--- src/rtl/audio_pkg.sv ---
// Shared audio-path constants and the stereo frame type.
package audio_pkg;

  localparam int SAMPLE_W    = 16;
  localparam int SLOT_W      = 32;
  localparam int FRAME_BCLKS = 2 * SLOT_W;

  // LRCLK level that selects each channel slot.
  localparam logic I2S_LEFT  = 1'b0;
  localparam logic I2S_RIGHT = 1'b1;

  typedef struct packed {
    logic [SAMPLE_W-1:0] left;
    logic [SAMPLE_W-1:0] right;
  } audio_frame_t;

endpackage

--- src/rtl/audio_frame_fifo.sv ---
// Synchronous FIFO of stereo frames.
// The read data always shows the oldest entry, so a pop consumes the frame
// that is visible in the same cycle.
module audio_frame_fifo
  import audio_pkg::*;
#(
  parameter int DEPTH = 4,
  localparam int PTR_W = (DEPTH > 1) ? $clog2(DEPTH) : 1,
  localparam int LVL_W = $clog2(DEPTH + 1)
) (
  input  logic             clk_in,
  input  logic             reset_n,
  input  logic             push,
  input  audio_frame_t     wdata,
  input  logic             pop,
  output audio_frame_t     rdata,
  output logic             full,
  output logic             empty,
  output logic [LVL_W-1:0] level
);

  audio_frame_t     mem [DEPTH];
  logic [PTR_W-1:0] wr_ptr;
  logic [PTR_W-1:0] rd_ptr;
  logic             do_push;
  logic             do_pop;

  assign full    = (level == LVL_W'(DEPTH));
  assign empty   = (level == '0);
  assign do_push = push && !full;
  assign do_pop  = pop && !empty;
  assign rdata   = mem[rd_ptr];

  // Storage array; contents need no reset because level gates every read.
  always_ff @(posedge clk_in) begin
    if (do_push) begin
      mem[wr_ptr] <= wdata;
    end
  end

  // Pointers wrap naturally because DEPTH is a power of two.
  always_ff @(posedge clk_in or negedge reset_n) begin
    if (!reset_n) begin
      wr_ptr <= '0;
      rd_ptr <= '0;
      level  <= '0;
    end else begin
      if (do_push) wr_ptr <= wr_ptr + 1'b1;
      if (do_pop)  rd_ptr <= rd_ptr + 1'b1;
      case ({do_push, do_pop})
        2'b10:   level <= level + 1'b1;
        2'b01:   level <= level - 1'b1;
        default: level <= level;
      endcase
    end
  end

endmodule

--- src/rtl/i2s_sample_tx.sv ---
// I2S serializer: buffers stereo frames and shifts them out MSB first,
// one BCLK after each LRCLK edge, on falling edges of the synchronized BCLK.
module i2s_sample_tx #(
  parameter int SAMPLE_W   = 16,
  parameter int SLOT_W     = 32,
  parameter int FIFO_DEPTH = 4
) (
  input  logic                             clk_in,
  input  logic                             reset_n,
  input  logic                             bclk_in,
  input  logic                             lrclk_in,
  input  logic                             enable,
  input  logic                             s_valid,
  output logic                             s_ready,
  input  logic [SAMPLE_W-1:0]              s_left,
  input  logic [SAMPLE_W-1:0]              s_right,
  output logic                             sdata_out,
  output logic                             underrun,
  output logic                             frame_start,
  output logic [$clog2(FIFO_DEPTH+1)-1:0]  fifo_level
);

  import audio_pkg::*;

  localparam int PAD_W = SLOT_W - SAMPLE_W;

  logic                bclk_s1, bclk_s2, bclk_d;
  logic                lr_s1, lr_s2, lr_prev;
  logic                bclk_fall;
  logic                slot_bnd, left_bnd, right_bnd;
  logic                fifo_full, fifo_empty, fifo_pop, fifo_push;
  audio_frame_t        wr_frame, rd_frame;
  logic [SLOT_W-1:0]   shreg;
  logic [SAMPLE_W-1:0] hold_r;

  // Sample placed in the top bits of a slot, zero padding below.
  function automatic logic [SLOT_W-1:0] slot_word(input logic [SAMPLE_W-1:0] s);
    return SLOT_W'(s) << PAD_W;
  endfunction

  // Two-stage synchronizers for BCLK/LRCLK plus the previous synced BCLK.
  always_ff @(posedge clk_in or negedge reset_n) begin
    if (!reset_n) begin
      bclk_s1 <= 1'b0;
      bclk_s2 <= 1'b0;
      bclk_d  <= 1'b0;
      lr_s1   <= 1'b0;
      lr_s2   <= 1'b0;
    end else begin
      bclk_s1 <= bclk_in;
      bclk_s2 <= bclk_s1;
      bclk_d  <= bclk_s2;
      lr_s1   <= lrclk_in;
      lr_s2   <= lr_s1;
    end
  end

  assign bclk_fall = bclk_d && !bclk_s2;
  assign slot_bnd  = bclk_fall && (lr_s2 != lr_prev);
  assign left_bnd  = slot_bnd && (lr_prev == I2S_RIGHT) && (lr_s2 == I2S_LEFT);
  assign right_bnd = slot_bnd && (lr_s2 == I2S_RIGHT);

  // A frame leaves the FIFO only at an enabled left boundary with data present.
  assign fifo_pop  = left_bnd && enable && !fifo_empty;
  assign fifo_push = s_valid && s_ready;
  assign s_ready   = !fifo_full;
  assign wr_frame  = '{left: s_left, right: s_right};

  audio_frame_fifo #(
    .DEPTH (FIFO_DEPTH)
  ) u_fifo (
    .clk_in  (clk_in),
    .reset_n (reset_n),
    .push    (fifo_push),
    .wdata   (wr_frame),
    .pop     (fifo_pop),
    .rdata   (rd_frame),
    .full    (fifo_full),
    .empty   (fifo_empty),
    .level   (fifo_level)
  );

  // Per-BCLK serializer: output the MSB, then load at slot boundaries or shift.
  always_ff @(posedge clk_in or negedge reset_n) begin
    if (!reset_n) begin
      shreg       <= '0;
      hold_r      <= '0;
      lr_prev     <= 1'b0;
      sdata_out   <= 1'b0;
      frame_start <= 1'b0;
      underrun    <= 1'b0;
    end else begin
      frame_start <= 1'b0;
      underrun    <= 1'b0;
      if (bclk_fall) begin
        sdata_out <= shreg[SLOT_W-1];
        lr_prev   <= lr_s2;
        if (left_bnd) begin
          frame_start <= 1'b1;
          underrun    <= enable && fifo_empty;
          if (enable && !fifo_empty) begin
            shreg  <= slot_word(rd_frame.left);
            hold_r <= rd_frame.right;
          end else begin
            shreg  <= '0;
            hold_r <= '0;
          end
        end else if (right_bnd) begin
          shreg <= slot_word(hold_r);
        end else begin
          shreg <= shreg << 1;
        end
      end
    end
  end

endmodule
--- config.mk ---
export PLATFORM = sky130hd
export DESIGN_NAME = i2s_sample_tx
export DESIGN_NICKNAME = d
export VERILOG_FILES = /design/src/rtl/audio_pkg.sv /design/src/rtl/audio_frame_fifo.sv /design/src/rtl/i2s_sample_tx.sv
export SDC_FILE = /design/constraint.sdc
export NUM_CORES = 1
export LEC_CHECK = 0
export ABC_CLOCK_PERIOD_IN_PS = 2400
export BUFFER_PORTS_ARGS = -buffer_cell sky130_fd_sc_hd__clkbuf_2
export CAP_MARGIN = 15
export CORE_ASPECT_RATIO = 1.5
export CORE_MARGIN = 2
export CORE_UTILIZATION = 55
export CTS_BUF_LIST = sky130_fd_sc_hd__clkbuf_4
export DETAILED_ROUTE_END_ITERATION = 12
export HOLD_SLACK_MARGIN = 0.06
export PLACE_DENSITY_LB_ADDON = 0.08
export SLEW_MARGIN = 5
export SYNTH_ARGS = -nofsm -noshare
export SYNTH_HDL_FRONTEND = slang
export SYNTH_SLANG_ARGS = --single-unit
--- constraint.sdc ---
create_clock -name clk_in -period 2.4 [get_ports clk_in]
set_input_delay 0.72 -clock clk_in [delete_from_list [all_inputs] [get_ports clk_in]]
set_output_delay 0.72 -clock clk_in [all_outputs]
set_load 0.02 [all_outputs]
== Word level (Yosys, flattened, before mapping) ==
Memories as Yosys holds them, arrays and structs flattened.
Index checks and enable logic that the tools add are counted.

* Bits in registers: 64
* Latch bits: 0
* Bits in writable memories: 128
* Memory bits (read-only): 0
* Input bits: 38
* Output and inout bits: 7
* Memories kept: 1

* $add $sub $neg: 4
* Multiply operators: 0
* Div/mod/pow operators: 0
* Magnitude comparators: 0
* Equality and inequality tests: 4
* Shift operators: 0
* Muxes and demuxes: 11
* Bitwise operators: 1
* Reductions and logical operators: 18

{| class="wikitable"
|+ Memory list
! name !! words !! bits a word !! read ports !! clocked after memory_dff !! write ports !! line !! RTL
|-
| u_fifo.mem || 4 || 32 || 1 || 0 || 1 || audio_frame_fifo.sv:22 || <nowiki>audio_frame_t mem [DEPTH];</nowiki>
|}

{| class="wikitable"
|+ Operators with widths
! operator !! count
|-
| $mux 32 || 3
|-
| $mux 16 || 1
|-
| $logic_and 1x1->1 || 12
|-
| $mux 1 || 6
|-
| $pmux 3 s2 || 1
|-
| $add 2x1->2 const B || 2
|-
| $add 3x1->3 const B || 1
|-
| $eq 3x3->1 const B || 1
|-
| $logic_not 1->1 || 3
|-
| $logic_not 3->1 || 1
|-
| $sub 3x1->3 const B || 1
|-
| $eq 2x1->1 const B || 1
|-
| $eq 2x2->1 const B || 1
|-
| $reduce_and 2->1 || 1
|-
| $reduce_bool 2->1 || 1
|-
| $ne 1x1->1 || 1
|-
| $not 1->1 || 1
|}

== Longest topological paths before layout ==
* Depth after elaboration: 10
* Mapped depth: 12

== Cells and area by module ==
Synthesis repeated with hierarchy kept, for this count alone.

* Cells, all modules: 358
* Area, all modules: 6856.6 um^2

{| class="wikitable"
|+ Modules (own cells, without submodules)
! module !! instances !! cells an instance !! area an instance (um^2) !! sequential area each (um^2)
|-
| audio_frame_fifo || 1 || 206 || 5044.8 || 4018.9
|-
| i2s_sample_tx || 1 || 152 || 1811.7 || 1026.0
|}

== Worst setup path after synthesis ==
OpenSTA, ideal clock, no wires.

* Path kind: input-to-reg
* Start point: input enable
* End point: register u_fifo.level[2]
* Data arrival time: 2296 ps
* Slack: 25 ps
* Cell stages on the path: 11
* Path buffers: 2
* Cell sequence: o31a_2 buf_2 nand2_2 buf_4 inv_1 ha_1 inv_1 fa_1 xor2_1 nor2_1 xor2_1

* Cells in the longest elaborated chain, start to end: 5
* Elaborated cells between the ends (all ways): 7
* Those cells by class: eq/ne (2); mux (1); reduce/logical (4)

{| class="wikitable"
|+ Ends and longest elaborated chain
! item !! line !! RTL
|-
| from (decl) || i2s_sample_tx.sv:12 || <nowiki>input logic enable,</nowiki>
|-
| $logic_and 1x1->1 (*) (2 in a row) || i2s_sample_tx.sv:64 || <nowiki>assign fifo_pop = left_bnd && enable && !fifo_empty;</nowiki>
|-
| $logic_and 1x1->1 (*) || audio_frame_fifo.sv:31 || <nowiki>assign do_pop = pop && !empty;</nowiki>
|-
| net u_fifo.do_pop || audio_frame_fifo.sv:26 || <nowiki>logic do_pop;</nowiki>
|-
| $eq 2x1->1 or $eq 2x2->1 (tied branches) || audio_frame_fifo.sv:50 || <nowiki>case ({do_push, do_pop})</nowiki>
|-
| $pmux 3 s2 or $reduce_bool 2->1 (tied branches) || - ||
|-
| to (signal assigned) || audio_frame_fifo.sv:51 || <nowiki>2'b10: level <= level + 1'b1;</nowiki>
|-
| to (signal assigned) || audio_frame_fifo.sv:52 || <nowiki>2'b01: level <= level - 1'b1;</nowiki>
|-
| to (signal assigned) || audio_frame_fifo.sv:53 || <nowiki>default: level <= level;</nowiki>
|-
| to (decl) || audio_frame_fifo.sv:19 || <nowiki>output logic [LVL_W-1:0] level</nowiki>
|}

Mark *: on every way through the listed nets, which the timed path passes. The rest lies on a longest branch.
A chain may end at the register's enable or synchronous reset.

== Final worst setup path ==
* Start point: register u_fifo.level[1]
* End point: output s_ready

* Cells in the longest elaborated chain, start to end: 2

{| class="wikitable"
|+ Ends and longest elaborated chain
! item !! line !! RTL
|-
| $eq 3x3->1 || audio_frame_fifo.sv:28 || <nowiki>assign full = (level == LVL_W'(DEPTH));</nowiki>
|-
| $logic_not 1->1 || i2s_sample_tx.sv:66 || <nowiki>assign s_ready = !fifo_full;</nowiki>
|-
| to (decl) || i2s_sample_tx.sv:14 || <nowiki>output logic s_ready,</nowiki>
|}

No other way between the ends.

==> run summary <==
The run finished with clean final reports. The area added between synthesis and finish works out to 11.5%. In the routed design, unresolved DRC markers number 0. Setup repair after global routing left no endpoint under its margin. Count of nets after finishing: 475.

The share of synthesized area in the top cell type comes to 56.5%. Data on the critical path is required at its endpoint by 1680 ps. The horizontal die dimension was 94.8 microns; the pin count of the biggest net entering global routing was 42. Input and output buffers added on the ports amount to 44.

The relative contribution of the clock network to total power came out at 20.3%. In the final layout, the share of cells above drive strength 1 is 30.2%. The die footprint is 13,300 sq um, and the floorplan die height is 140 microns. After synthesis the cells add up to 6800 sq um. The hold violation total from the final report was 0.

The placeable core region came out at 12,000 sq um. STA classifies the critical path endpoint as an output port. After global routing the overflow that remains totals 0. For the initial core utilization, the log shows 56.6%.

By area the synthesized netlist is led by sky130_fd_sc_hd__edfxtp_1 57%, sky130_fd_sc_hd__dfrtp_1 18%, sky130_fd_sc_hd__mux4_2 9.3%. The final max-slew violation count was 0; the sequential fraction of design power was 54.3%. Cell internal power was estimated by the tool at 5.49 mW. The congestion estimate from routability-driven global placement came to 0.781. The detailed router placed 3,446 vias in this run.

The tools report the cell area after placement as 7270 sq um. Of all nets on the critical path, the largest fanout is 6. 45 I/O pins were placed. For the worst-case clock skew, the log shows 21.3 ps.

TritonCTS built the clock tree. The start of the worst register-to-register path is u_fifo.level[1]$_DFFE_PN0P_. A synthesized cell averages 18.4 sq um. The share of the cycle needed by the critical path after routing works out to 96.1%.

The clock tree synthesis step divided the H-tree into 4 levels. The post-layout instance area was 7580 sq um. Count of state elements after synthesis: 176. The latest clock arrival within the worst-skew pair is 540 ps, and the initial antenna violation count is 1.

The floorplan has 49 rows. The wire length per cell is 19.9 microns. The fraction of registers with async set/reset is 27.3%.

The total track usage is 19.9%, and the sequential element share of the synthesized area is 74.2%. The first detailed-routing pass took 4 iterations. Net switching is 30.1% of the power. The via count of the first global-routing pass is 3,668.

The wire length of the first global-routing pass came out at 19.1 mm. The library cell used most frequently in the layout, excluding fill and tap cells, is sky130_fd_sc_hd__edfxtp_1. The clock tree buffer depth was 2. The worst register-to-register path has a depth of 9. Clock-pin slew was measured on the worst setup and hold paths at 150 ps. Per report_power, the combinational group accounts for 25.4% of the total.

The run gives 34 as the distinct cell type count after synthesis. Across the VDD grid, the largest voltage drop is 0.677 mV. The min-delay analysis places its worst path in the category in -> reg. For the post-synthesis instance total, the log shows 369. In this run, the number of DRC markers left after iteration 0 of detailed routing was 239. The number of clock buffers inserted by TritonCTS was 17.

The predominant post-synthesis flop cell is sky130_fd_sc_hd__edfxtp_1. The largest total area in the synthesized netlist belongs to sky130_fd_sc_hd__edfxtp_1. Origin of the worst setup path: u_fifo.level[1]$_DFFE_PN0P_.

Headroom to the max-slew limit: 23.1%. The critical path in this run is classified as reg -> out. Startpoint of the lowest-slack hold path: lrclk_in. Yosys mapped a number of flops with a built-in enable equal to 128. The Yosys step of the flow raised 0 warnings.

The minimum clock period after layout came out at 2310 ps. For the pin with the worst max-slew slack, the measured transition is 1150 ps. The worst setup path is launched from a flop.

For the final routed database, the setup TNS stands at 0 ps. In the routed layout, each cell is associated on average with a via count of 5.76. The placed wire-length estimate after detailed placement was 7.55 mm; the net switching power of the design was 2.36 mW. The standby leakage power is 2.81 nW. Data on the critical path arrives at its endpoint at 1590 ps. The count of nets left with antenna violations once routing finished came out at 0. For this design the ratio of total power to cell area is 1040 nW/um^2.

Wires add up to 11.9 mm. The instance count along the most critical hold path is 1, and the CTS sink count is 176. For the number of nets produced by synthesis, the log shows 413.

For this run, the top clock speed supported by timing is 0.434 GHz. The tool flagged a number of max-cap violations equal to 0. In the layout the commonest cells are 128 x sky130_fd_sc_hd__edfxtp_1, 46 x sky130_fd_sc_hd__dfrtp_1, 43 x sky130_fd_sc_hd__clkbuf_2. Buffer cell driving the clock tree root: sky130_fd_sc_hd__clkbuf_4. The total setup violations reported at the end of the flow is 0.
-- through the flow --
step / setup WS (ps) / total power, mW / hold slack, ps / cells / util, %
finish: 93.3 / 7.85 / 287 / 598 / 63.1
global route: 4.07 / 8.30 / 234 / 598 / 63.1
CTS: 5.86 / 7.95 / 241 / 596 / 62.9
detailed placement: 161 / 6.36 / 340 / 563 / 60.5
global placement: 239 / 6.31 / 337 / 563 / 60.5
floorplan: 24.6 / 5.66 / 331 / 369 / -
-- critical path, cell delays in order (launching register included) --
cell and delay (ps):
sky130_fd_sc_hd__dfrtp_1 450, sky130_fd_sc_hd__or3b_4 450, sky130_fd_sc_hd__buf_6 150
-- metal layers --
layer	part of all wire [%]	wire length [microns]	global-route usage, %
met4	3.1	368	8.92
met1	41	4870	25.7
met3	3.1	374	4.63
met2	53	6310	32.1
met5	0	0	0
-- synth_stat cells, types with 2 or more instances --
cell type and count:
sky130_fd_sc_hd__edfxtp_1 128, sky130_fd_sc_hd__dfrtp_1 48, sky130_fd_sc_hd__mux4_2 28, sky130_fd_sc_hd__inv_1 24, sky130_fd_sc_hd__nor2_1 17, sky130_fd_sc_hd__nand3_1 16, sky130_fd_sc_hd__o2bb2ai_1 16, sky130_fd_sc_hd__a221oi_1 15
sky130_fd_sc_hd__o21ai_1 11, sky130_fd_sc_hd__buf_2 8, sky130_fd_sc_hd__nand2_1 7, sky130_fd_sc_hd__clkbuf_1 5, sky130_fd_sc_hd__ha_1 5, sky130_fd_sc_hd__xnor2_1 5, sky130_fd_sc_hd__and3_2 4, sky130_fd_sc_hd__buf_4 4
sky130_fd_sc_hd__mux4_1 4, sky130_fd_sc_hd__o21ai_0 4, sky130_fd_sc_hd__buf_6 3, sky130_fd_sc_hd__nor2b_1 2, sky130_fd_sc_hd__xor2_1 2
-- registers in the layout, indices dropped and copies added, names as in the netlist --
name	cells
hold_r	16
u_fifo.level	3
shreg	16
u_fifo.mem	128
bclk_s1	1
frame_start	1
lr_prev	1
u_fifo.rd_ptr	2
sdata_out	1
bclk_d	1
lr_s2	1
underrun	1
lr_s1	1
u_fifo.wr_ptr	2
bclk_s2	1
-- power by group through the flow --
stage	Combinational [mW]	Clock (mW)	Sequential (mW)
6_report	1.99	1.60	4.27
3_3_place_gp	2.00	0	4.31
4_1_cts	2.03	1.65	4.27
5_1_grt	2.20	1.77	4.33
2_1_floorplan	1.42	0	4.24
3_5_place_dp	2.02	0	4.34
-- worst paths after layout --
kind,slack [ps],end
worst max-delay path,90,s_ready
worst min-delay path,290,lr_s1$_DFF_PN0_
worst max register to register,160,u_fifo.level[2]$_DFFE_PN0P_
worst min register to register,370,bclk_s2$_DFF_PN0_
max in group asynchronous,1320,u_fifo.rd_ptr[0]$_DFFE_PN0P_
min in group asynchronous,550,frame_start$_DFF_PN0_
-- cell type report --
cell class / count / area [sq um]
fill: 885 / 4440
antenna: 1 / 2.50
tap: 153 / 191
sequential: 176 / 5050
clock inverter: 15 / 153
inverter: 24 / 90.1
multi-input combinational: 148 / 1540
clock buffer: 17 / 128
timing repair buffer: 64 / 429
-- logic make-up (layout without fill, tap and decap cells) --
logic type,after synthesis,after routing,synth area share [%]
and+or+nand+nor,52,52,3.86
xor gates and xnor gates,7,7,0.902
adders and majority gates,6,6,1.21
AOI/OAI and AO/OA,49,49,5.45
buffers and inverters,45,120,3.18
DFF,176,176,74.2
other,0,1,0
muxes,34,34,11.2
-- repair_timing --
| item | CTS | global route |
|---|---|---|
| hold buffers | 1 | 0 |
| pin swaps | 0 | 1 |
| setup endpoints to repair | 1 | 2 |
| setup buffers | 0 | 1 |
| hold endpoints to repair | 7 | 0 |
| resized for setup | 1 | 3 |
Power figures use the tool's default switching activity.
